### src/rtl/uart_pkg.sv
// Shared UART definitions: FSM state encoding, parity-type constants, default widths.
// Latency: n/a (package). Backpressure: n/a.
// Used by both the transmit serializer and the oversampled receive path.
package uart_pkg;

    localparam int UART_DATA_WIDTH     = 8;
    localparam int UART_PRESCALE_WIDTH = 6;

    localparam logic [2:0] ST_IDLE   = 3'd0;
    localparam logic [2:0] ST_START  = 3'd1;
    localparam logic [2:0] ST_DATA   = 3'd2;
    localparam logic [2:0] ST_PARITY = 3'd3;
    localparam logic [2:0] ST_STOP   = 3'd4;

    localparam logic PAR_EVEN = 1'b0;
    localparam logic PAR_ODD  = 1'b1;

endpackage

### src/rtl/uart_tx_parity_calc.sv
// Combinational parity of a data word, even or odd; shared with the Rx parity checker.
// Latency: 0 cycles (pure combinational). Backpressure: none.
// Even parity makes the total count of ones even; odd parity makes it odd.
module uart_tx_parity_calc
    import uart_pkg::*;
#(
    parameter int DATA_WIDTH = UART_DATA_WIDTH
) (
    input  logic [DATA_WIDTH-1:0] data,
    input  logic                  par_typ,
    output logic                  par_bit
);

    always_comb begin
        par_bit = (par_typ == PAR_ODD) ? ~(^data) : (^data);
    end

endmodule

### src/rtl/uart_tx_serializer.sv
// UART transmit serializer: start, LSB-first data, optional parity, stop (two if UART_TX_STOP2_EN).
// Latency: TX_OUT falls on the edge that accepts Data_Valid; each bit lasts max(Prescale,1) cycles.
// Backpressure: Busy high from acceptance to end of stop; Data_Valid while Busy is dropped.
module uart_tx_serializer
    import uart_pkg::*;
#(
    parameter int DATA_WIDTH     = UART_DATA_WIDTH,
    parameter int PRESCALE_WIDTH = UART_PRESCALE_WIDTH
) (
    input  logic                      CLK,
    input  logic                      RST,
    input  logic [DATA_WIDTH-1:0]     P_DATA,
    input  logic                      Data_Valid,
    input  logic                      PAR_EN,
    input  logic                      PAR_TYP,
    input  logic [PRESCALE_WIDTH-1:0] Prescale,
    output logic                      TX_OUT,
    output logic                      Busy
);

    localparam int IDX_W = (DATA_WIDTH > 1) ? $clog2(DATA_WIDTH) : 1;

    logic [2:0]                state;
    logic [PRESCALE_WIDTH-1:0] bit_cnt;
    logic [PRESCALE_WIDTH-1:0] pb_q;
    logic [IDX_W-1:0]          bit_idx;
    logic [DATA_WIDTH-1:0]     shift_q;
    logic [DATA_WIDTH-1:0]     shift_nxt;
    logic                      par_en_q;
    logic                      par_bit_q;
    logic                      par_calc;
    logic                      bit_done;
`ifdef UART_TX_STOP2_EN
    logic                      stop_idx;
`endif

    uart_tx_parity_calc #(
        .DATA_WIDTH (DATA_WIDTH)
    ) u_parity (
        .data    (P_DATA),
        .par_typ (PAR_TYP),
        .par_bit (par_calc)
    );

    assign bit_done  = (bit_cnt == pb_q - PRESCALE_WIDTH'(1));
    assign shift_nxt = shift_q >> 1;

    // TX_OUT is driven from the next state so the line is a clean flop output.
    always_ff @(posedge CLK or posedge RST) begin
        if (RST) begin
            state     <= ST_IDLE;
            bit_cnt   <= '0;
            pb_q      <= PRESCALE_WIDTH'(1);
            bit_idx   <= '0;
            shift_q   <= '0;
            par_en_q  <= 1'b0;
            par_bit_q <= 1'b0;
            TX_OUT    <= 1'b1;
            Busy      <= 1'b0;
`ifdef UART_TX_STOP2_EN
            stop_idx  <= 1'b0;
`endif
        end else begin
            if (state != ST_IDLE) begin
                bit_cnt <= bit_done ? '0 : bit_cnt + PRESCALE_WIDTH'(1);
            end
            case (state)
                ST_IDLE: begin
                    if (Data_Valid) begin
                        state     <= ST_START;
                        shift_q   <= P_DATA;
                        par_en_q  <= PAR_EN;
                        par_bit_q <= par_calc;
                        pb_q      <= (Prescale == '0) ? PRESCALE_WIDTH'(1) : Prescale;
                        bit_cnt   <= '0;
                        bit_idx   <= '0;
                        TX_OUT    <= 1'b0;
                        Busy      <= 1'b1;
                    end
                end
                ST_START: begin
                    if (bit_done) begin
                        state  <= ST_DATA;
                        TX_OUT <= shift_q[0];
                    end
                end
                ST_DATA: begin
                    if (bit_done) begin
                        shift_q <= shift_nxt;
                        if (bit_idx == IDX_W'(DATA_WIDTH - 1)) begin
                            bit_idx <= '0;
                            if (par_en_q) begin
                                state  <= ST_PARITY;
                                TX_OUT <= par_bit_q;
                            end else begin
                                state  <= ST_STOP;
                                TX_OUT <= 1'b1;
                            end
                        end else begin
                            bit_idx <= bit_idx + IDX_W'(1);
                            TX_OUT  <= shift_nxt[0];
                        end
                    end
                end
                ST_PARITY: begin
                    if (bit_done) begin
                        state  <= ST_STOP;
                        TX_OUT <= 1'b1;
                    end
                end
                ST_STOP: begin
                    if (bit_done) begin
`ifdef UART_TX_STOP2_EN
                        if (!stop_idx) begin
                            stop_idx <= 1'b1;
                        end else begin
                            stop_idx <= 1'b0;
                            state    <= ST_IDLE;
                            Busy     <= 1'b0;
                        end
`else
                        state <= ST_IDLE;
                        Busy  <= 1'b0;
`endif
                        TX_OUT <= 1'b1;
                    end
                end
                default: begin
                    state  <= ST_IDLE;
                    TX_OUT <= 1'b1;
                    Busy   <= 1'b0;
                end
            endcase
        end
    end

endmodule

### config.mk
export PLATFORM = sky130hd
export DESIGN_NAME = uart_tx_serializer
export DESIGN_NICKNAME = d
export VERILOG_FILES = /design/src/rtl/uart_pkg.sv /design/src/rtl/uart_tx_parity_calc.sv /design/src/rtl/uart_tx_serializer.sv
export SDC_FILE = /design/constraint.sdc
export NUM_CORES = 1
export LEC_CHECK = 0
export BUFFER_PORTS_ARGS = -buffer_cell sky130_fd_sc_hd__buf_2
export CORE_MARGIN = 5
export CORE_UTILIZATION = 35
export CTS_CLUSTER_DIAMETER = 150
export DETAILED_ROUTE_END_ITERATION = 7
export SETUP_SLACK_MARGIN = 0.1
export SYNTH_ARGS = -nofsm -noshare
export SYNTH_HDL_FRONTEND = slang
export SYNTH_SLANG_ARGS = --single-unit
### constraint.sdc
create_clock -name CLK -period 7.1 [get_ports CLK]
set_clock_uncertainty 0.15 [all_clocks]
set_input_delay 0.355 -clock CLK [delete_from_list [all_inputs] [get_ports CLK]]
set_output_delay 0.355 -clock CLK [all_outputs]
set_load 0.01 [all_outputs]
# --- Yosys cells after proc, flatten, opt, wreduce, memory -nomap -nowiden ---
# Cells that the tools add are included.
word_totals:
  register_bits: 30
  in_bits: 19
  output_inout_bits: 2
classes:
  addsub: 3
  eq_ne: 13
  muxes: 31
  bitwise: 2
  reduce_logical: 12
ops:
  columns: ["operator", "n"]
  rows:
  - ["2-to-1 mux 3 bit", 10]
  - ["2-to-1 mux 6 bit", 5]
  - ["2-to-1 mux 8 bit", 2]
  - ["one-hot mux 8 bit (2 select lines)", 1]
  - ["one-hot mux 3 bit (5 select lines)", 1]
  - ["!= test 2 bit (second input constant)", 6]
  - ["2-to-1 mux 1 bit", 9]
  - ["XOR reduction 8 bit", 1]
  - ["adder 6 x 1 -> 6 bit (second input constant)", 1]
  - ["== test 3 x 2 -> 1 bit (second input constant)", 2]
  - ["== test 3 bit (second input constant)", 2]
  - ["== test 6 bit", 1]
  - ["logical NOT 6 bit", 1]
  - ["one-hot mux 3 bit (2 select lines)", 1]
  - ["AND reduction 3 bit", 2]
  - ["AND reduction 6 bit", 1]
  - ["subtractor 6 x 1 -> 6 bit (second input constant)", 1]
  - ["one-hot mux 1 bit (4 select lines)", 1]
  - ["AND reduction 4 bit", 1]
  - ["adder 3 x 1 -> 3 bit (second input constant)", 1]
  - ["== test 3 x 1 -> 1 bit (second input constant)", 1]
  - ["logical NOT 3 bit", 1]
  - ["one-hot mux 1 bit (3 select lines)", 1]
  - ["nonzero test 3 bit", 1]
  - ["6 further kinds", 7]

# --- Longest topological paths before layout ---
logic_depth:
  word_depth: 6
  mapped_depth: 8

# --- Modules after synthesis ---
# Synthesis repeated with hierarchy kept, for this count alone.
unflattened:
  hier_cells: 170
  area_unflattened_um2: 1706.6
modules_own_cells:
  columns: ["mod", "instances", "cells_each", "area_per_inst_um2", "seq_area_each_um2"]
  rows:
  - ["uart_tx_serializer", 1, 163, 1624.1, 753.2]
  - ["uart_tx_parity_calc", 1, 7, 82.6, 0.0]

# --- Worst setup path after synthesis ---
# Ideal clock, no wire load.
synth_timing:
  path_type: "register to register"
  start: "reg pb_q[0]"
  end: "reg shift_q[1]"
  setup_time_ps: 87
  arrival_ps: 2155
  slack_ps: 4708
  stages_incl_launch_ff: 9
  n_path_buf: 1
  period_less_slack_ps: 2392
  path_cell_list: "dfstp_2 inv_1 ha_1 o21ba_1 a221oi_2 a41oi_2 or3_1 buf_6 a211oi_2"
synth_via:
  elab_chain_cells: 4
synth_lines:
  columns: ["item", "line_no", "source"]
  rows:
  - ["from (decl)", "uart_tx_serializer.sv:25", "logic [PRESCALE_WIDTH-1:0] pb_q;"]
  - ["from (signal assigned)", "uart_tx_serializer.sv:74", "pb_q <= (Prescale == '0) ? PRESCALE_WIDTH'(1) : Prescale;"]
  - ["subtractor 6 x 1 -> 6 bit", "uart_tx_serializer.sv:45", "assign bit_done = (bit_cnt == pb_q - PRESCALE_WIDTH'(1));"]
  - ["== test 6 bit", "uart_tx_serializer.sv:45", null]
  - ["!= test 2 bit (no source line)", null, null]
  - ["AND reduction 3 bit (no source line)", null, null]
  - ["to (signal assigned)", "uart_tx_serializer.sv:89", "shift_q <= shift_nxt;"]
  - ["to (decl)", "uart_tx_serializer.sv:27", "logic [DATA_WIDTH-1:0] shift_q;"]
# Every way passes these cells.
# A chain may end at the register's enable or synchronous reset.

# --- Final worst setup path ---
layout_timing:
  start: "reg pb_q[0]"
  end: "reg shift_q[7]"
# Same word-level chain as after synthesis.

==> results_dict.tcl <==
set metrics [dict create \
    power.ir.vdd_worst_mv 0.134 \
    syn_area_per_cell_um2 9.16 \
    finish.utilization_pct 40.3 \
    number_of_antenna_violations_at_the_first_check_in_global_routing 0 \
    timing.critical_path.fanout_max 19 \
    ctsHtreeMaxLevel 2 \
    area_delta_synth_final_pct 13.2 \
    dpl.cell_count 277 \
    layout_setup_ws_ps 4210 \
    area_post_placement_mm2 0.00194 \
    place_congestion 0.791 \
    design_area_mm2 0.00204 \
    result_of_the_run "complete, no violations" \
    initial_utilization_pct 35.6 \
    criticalPathCategory "reg -> reg" \
    synth_seq_cells 30 \
    placement.setup.worst_slack_ps 4200 \
    fin_crit_ps 2890 \
    layoutNonFillerInstCount 286 \
    power_per_cell_area_mw_per_mm2 389 \
    synthArstFlopShare_pct 100 \
    io_pins 21 \
    total_leakage_power_nw 0.859 \
    die_height_um 81.8 \
    worst_hold_slack_ps 118 \
    tightest_slew_ps 845 \
    synth-main-ff-cell "sky130_fd_sc_hd__dfrtp_1" \
    syn_inst 197 \
    hold_viol 0 \
    dp_hpwl_um 2830 \
    total_die_area_mm2 0.00669 \
    vias_in_the_first_global_route 1522 \
    timing.fmax_ghz 0.346 \
    tritoncts_clock_tree "done" \
    max_slew_margin_pct 43.7 \
    cts.repair.resized 0 \
    post_synth_main_area_contributors "sky130_fd_sc_hd__dfrtp_1 39%, sky130_fd_sc_hd__nand2_1 6.2%, sky130_fd_sc_hd__a211oi_2 4.9%" \
    vias 1458 \
    routed_wirelength_um 3920 \
    cts_buffer_depth 2 \
    critPathCaptureType "register" \
    cts_clk_pin_slew_worst_paths_ps 70 \
    die_w_um 81.8 \
    grt_ovf 0 \
    routed_wire_length_per_instance_um 13.7 \
    final_cycle_share_pct 40.6 \
    cts_hold_repair.buffers 1 \
    pin_count_of_the_biggest_net_entering_global_routing 31 \
    share_of_layout_cells_above_drive_strength_1_pct 21.3 \
    numClockSinks 30 \
    port_buffers 20 \
    synth_cell_types 44 \
    fin_total_pwr_uw 795 \
    synth-edff-count 0 \
    drc 0 \
    insertedDiodeCount 0 \
    detail_route.iter0.violations 63 \
    synth_area_mm2 0.00181 \
    vias_per_cell 5.10 \
    fp.coreArea_mm2 0.00507 \
    timing.final.max_slew_violations 0 \
    synth_fp_nets 220 \
    worst_skew_pair.late_latency_ps 290 \
    layout.nets 238 \
    startpoint_type "register" \
    crit_arrival_ps 2920 \
    first_pass_grt_wire_length_um 6910 \
    route.antenna.remaining_nets 0 \
    yosysSeqAreaShare_pct 41.7 \
    ys_warn_count 0 \
    post-synth-top-area-cell "sky130_fd_sc_hd__dfrtp_1" \
    rsz0062_at_grt "no" \
    cts-buffers-inserted 5 \
    placement_rows 26 \
    timing.critical_path.required_ps 7130 \
    postCtsSetupRepairBufs 0 \
    drt_pre_antenna_iters 4 \
    synth_top_area_share_pct 38.8 \
    clock-root-buffer "sky130_fd_sc_hd__clkbuf_8" \
    hold_path.class "in -> reg" \
    fin_tns_setup_ps 0 \
    finalSetupViolCount 0 \
    grt_util_all_layers_pct 13.5 \
    maxCapViolCount 0 \
]
-- metal layers --
layer / vias up / wire length, um / track usage [%]
met5: - / 0 / 0
met4: 0 / 87 / 6.31
met3: 10 / 135 / 2.96
met2: 25 / 1870 / 22.3
met1: 683 / 1820 / 16.8
li1: 740 / - / -
-- worst max-delay path: stages (launching register included) --
cell and delay (ps):
sky130_fd_sc_hd__dfstp_2 560, sky130_fd_sc_hd__inv_1 60, sky130_fd_sc_hd__ha_1 250, sky130_fd_sc_hd__o21ba_1 200, sky130_fd_sc_hd__a221oi_2 290, sky130_fd_sc_hd__a41oi_2 200, sky130_fd_sc_hd__or3_1 770, sky130_fd_sc_hd__a31o_1 300
-- cell usage after synthesis, types with 2 or more instances --
| cell type | number |
|---|---|
| sky130_fd_sc_hd__dfrtp_1 | 28 |
| sky130_fd_sc_hd__o21ai_1 | 8 |
| sky130_fd_sc_hd__o2111ai_1 | 2 |
| sky130_fd_sc_hd__a31o_1 | 2 |
| sky130_fd_sc_hd__a211oi_2 | 7 |
| sky130_fd_sc_hd__or2_2 | 2 |
| sky130_fd_sc_hd__and3_1 | 2 |
| sky130_fd_sc_hd__xnor2_1 | 9 |
| sky130_fd_sc_hd__o22ai_1 | 2 |
| sky130_fd_sc_hd__nor4_1 | 7 |
| sky130_fd_sc_hd__mux2i_1 | 3 |
| sky130_fd_sc_hd__inv_1 | 10 |
| sky130_fd_sc_hd__xor2_1 | 6 |
| sky130_fd_sc_hd__o211ai_1 | 5 |
| sky130_fd_sc_hd__dfstp_2 | 2 |
| sky130_fd_sc_hd__ha_1 | 4 |
| sky130_fd_sc_hd__buf_2 | 4 |
| sky130_fd_sc_hd__clkbuf_1 | 5 |
| sky130_fd_sc_hd__nor3_1 | 10 |
| sky130_fd_sc_hd__a21oi_1 | 3 |
| sky130_fd_sc_hd__or3_1 | 2 |
| sky130_fd_sc_hd__nand3_1 | 3 |
| sky130_fd_sc_hd__nor2_1 | 20 |
| sky130_fd_sc_hd__buf_6 | 2 |
| sky130_fd_sc_hd__nand2_1 | 30 |
-- cell families after synthesis --
kind of cell	Yosys count	share of synthesized area, %
simple gates	82	21.3
compound gates	42	19.8
flops	30	41.7
buf+inv	21	5.47
xor+xnor	15	7.28
fa+ha+maj	4	2.77
mux	3	1.66
-- final timing paths --
kind                         endpoint  cells past startpoint         from  slack [ps]
max                        shift_q[7]                      7      pb_q[0]        4210
min reg2reg                 par_bit_q                      2    par_bit_q         350
max in group asynchronous      TX_OUT                      4          RST        5940
min in group asynchronous  bit_idx[0]                      4          RST         530
min                           pb_q[5]                      3  Prescale[5]         120
max reg2reg                shift_q[7]                      7      pb_q[0]        4210
-- where the power goes --
part	internal (mW)	switching (mW)
Sequential	0.241	0.0728
Combinational	0.139	0.196
Clock	0.0778	0.0685
Total	0.458	0.337
-- flip-flops by register name, indices dropped and copies added (netlist names) --
register / cells
shift_q: 8
bit_cnt: 6
pb_q: 6
bit_idx: 3
state: 3
Busy: 1
TX_OUT: 1
par_bit_q: 1
par_en_q: 1
-- layout make-up --
class,count,area (um^2)
clock buffer,6,82.6
clock inverter,2,12.5
sequential,30,753
timing repair buffer,22,118
tap,70,87.6
multi-input combinational,146,953
fill,530,3030
inverter,10,37.5
-- layout by cell type, fill, tap and decap left out, types with 2 or more instances in the layout --
| master | n |
|---|---|
| sky130_fd_sc_hd__or3_1 | 2 |
| sky130_fd_sc_hd__or2_2 | 2 |
| sky130_fd_sc_hd__a31o_1 | 2 |
| sky130_fd_sc_hd__nor4_1 | 7 |
| sky130_fd_sc_hd__buf_2 | 20 |
| sky130_fd_sc_hd__a21oi_1 | 3 |
| sky130_fd_sc_hd__a211oi_2 | 7 |
| sky130_fd_sc_hd__clkbuf_8 | 6 |
| sky130_fd_sc_hd__o211ai_1 | 5 |
| sky130_fd_sc_hd__nor2_1 | 20 |
| sky130_fd_sc_hd__and3_1 | 2 |
| sky130_fd_sc_hd__o22ai_1 | 2 |
| sky130_fd_sc_hd__nand3_1 | 3 |
| sky130_fd_sc_hd__o2111ai_1 | 2 |
| sky130_fd_sc_hd__nand2_1 | 30 |
| sky130_fd_sc_hd__xnor2_1 | 9 |
| sky130_fd_sc_hd__dfrtp_1 | 28 |
| sky130_fd_sc_hd__xor2_1 | 6 |
| sky130_fd_sc_hd__ha_1 | 4 |
| sky130_fd_sc_hd__o21ai_1 | 8 |
| sky130_fd_sc_hd__dfstp_2 | 2 |
| sky130_fd_sc_hd__nor3_1 | 10 |
| sky130_fd_sc_hd__inv_1 | 10 |
| sky130_fd_sc_hd__mux2i_1 | 3 |
(Power assumes the default switching activity.)
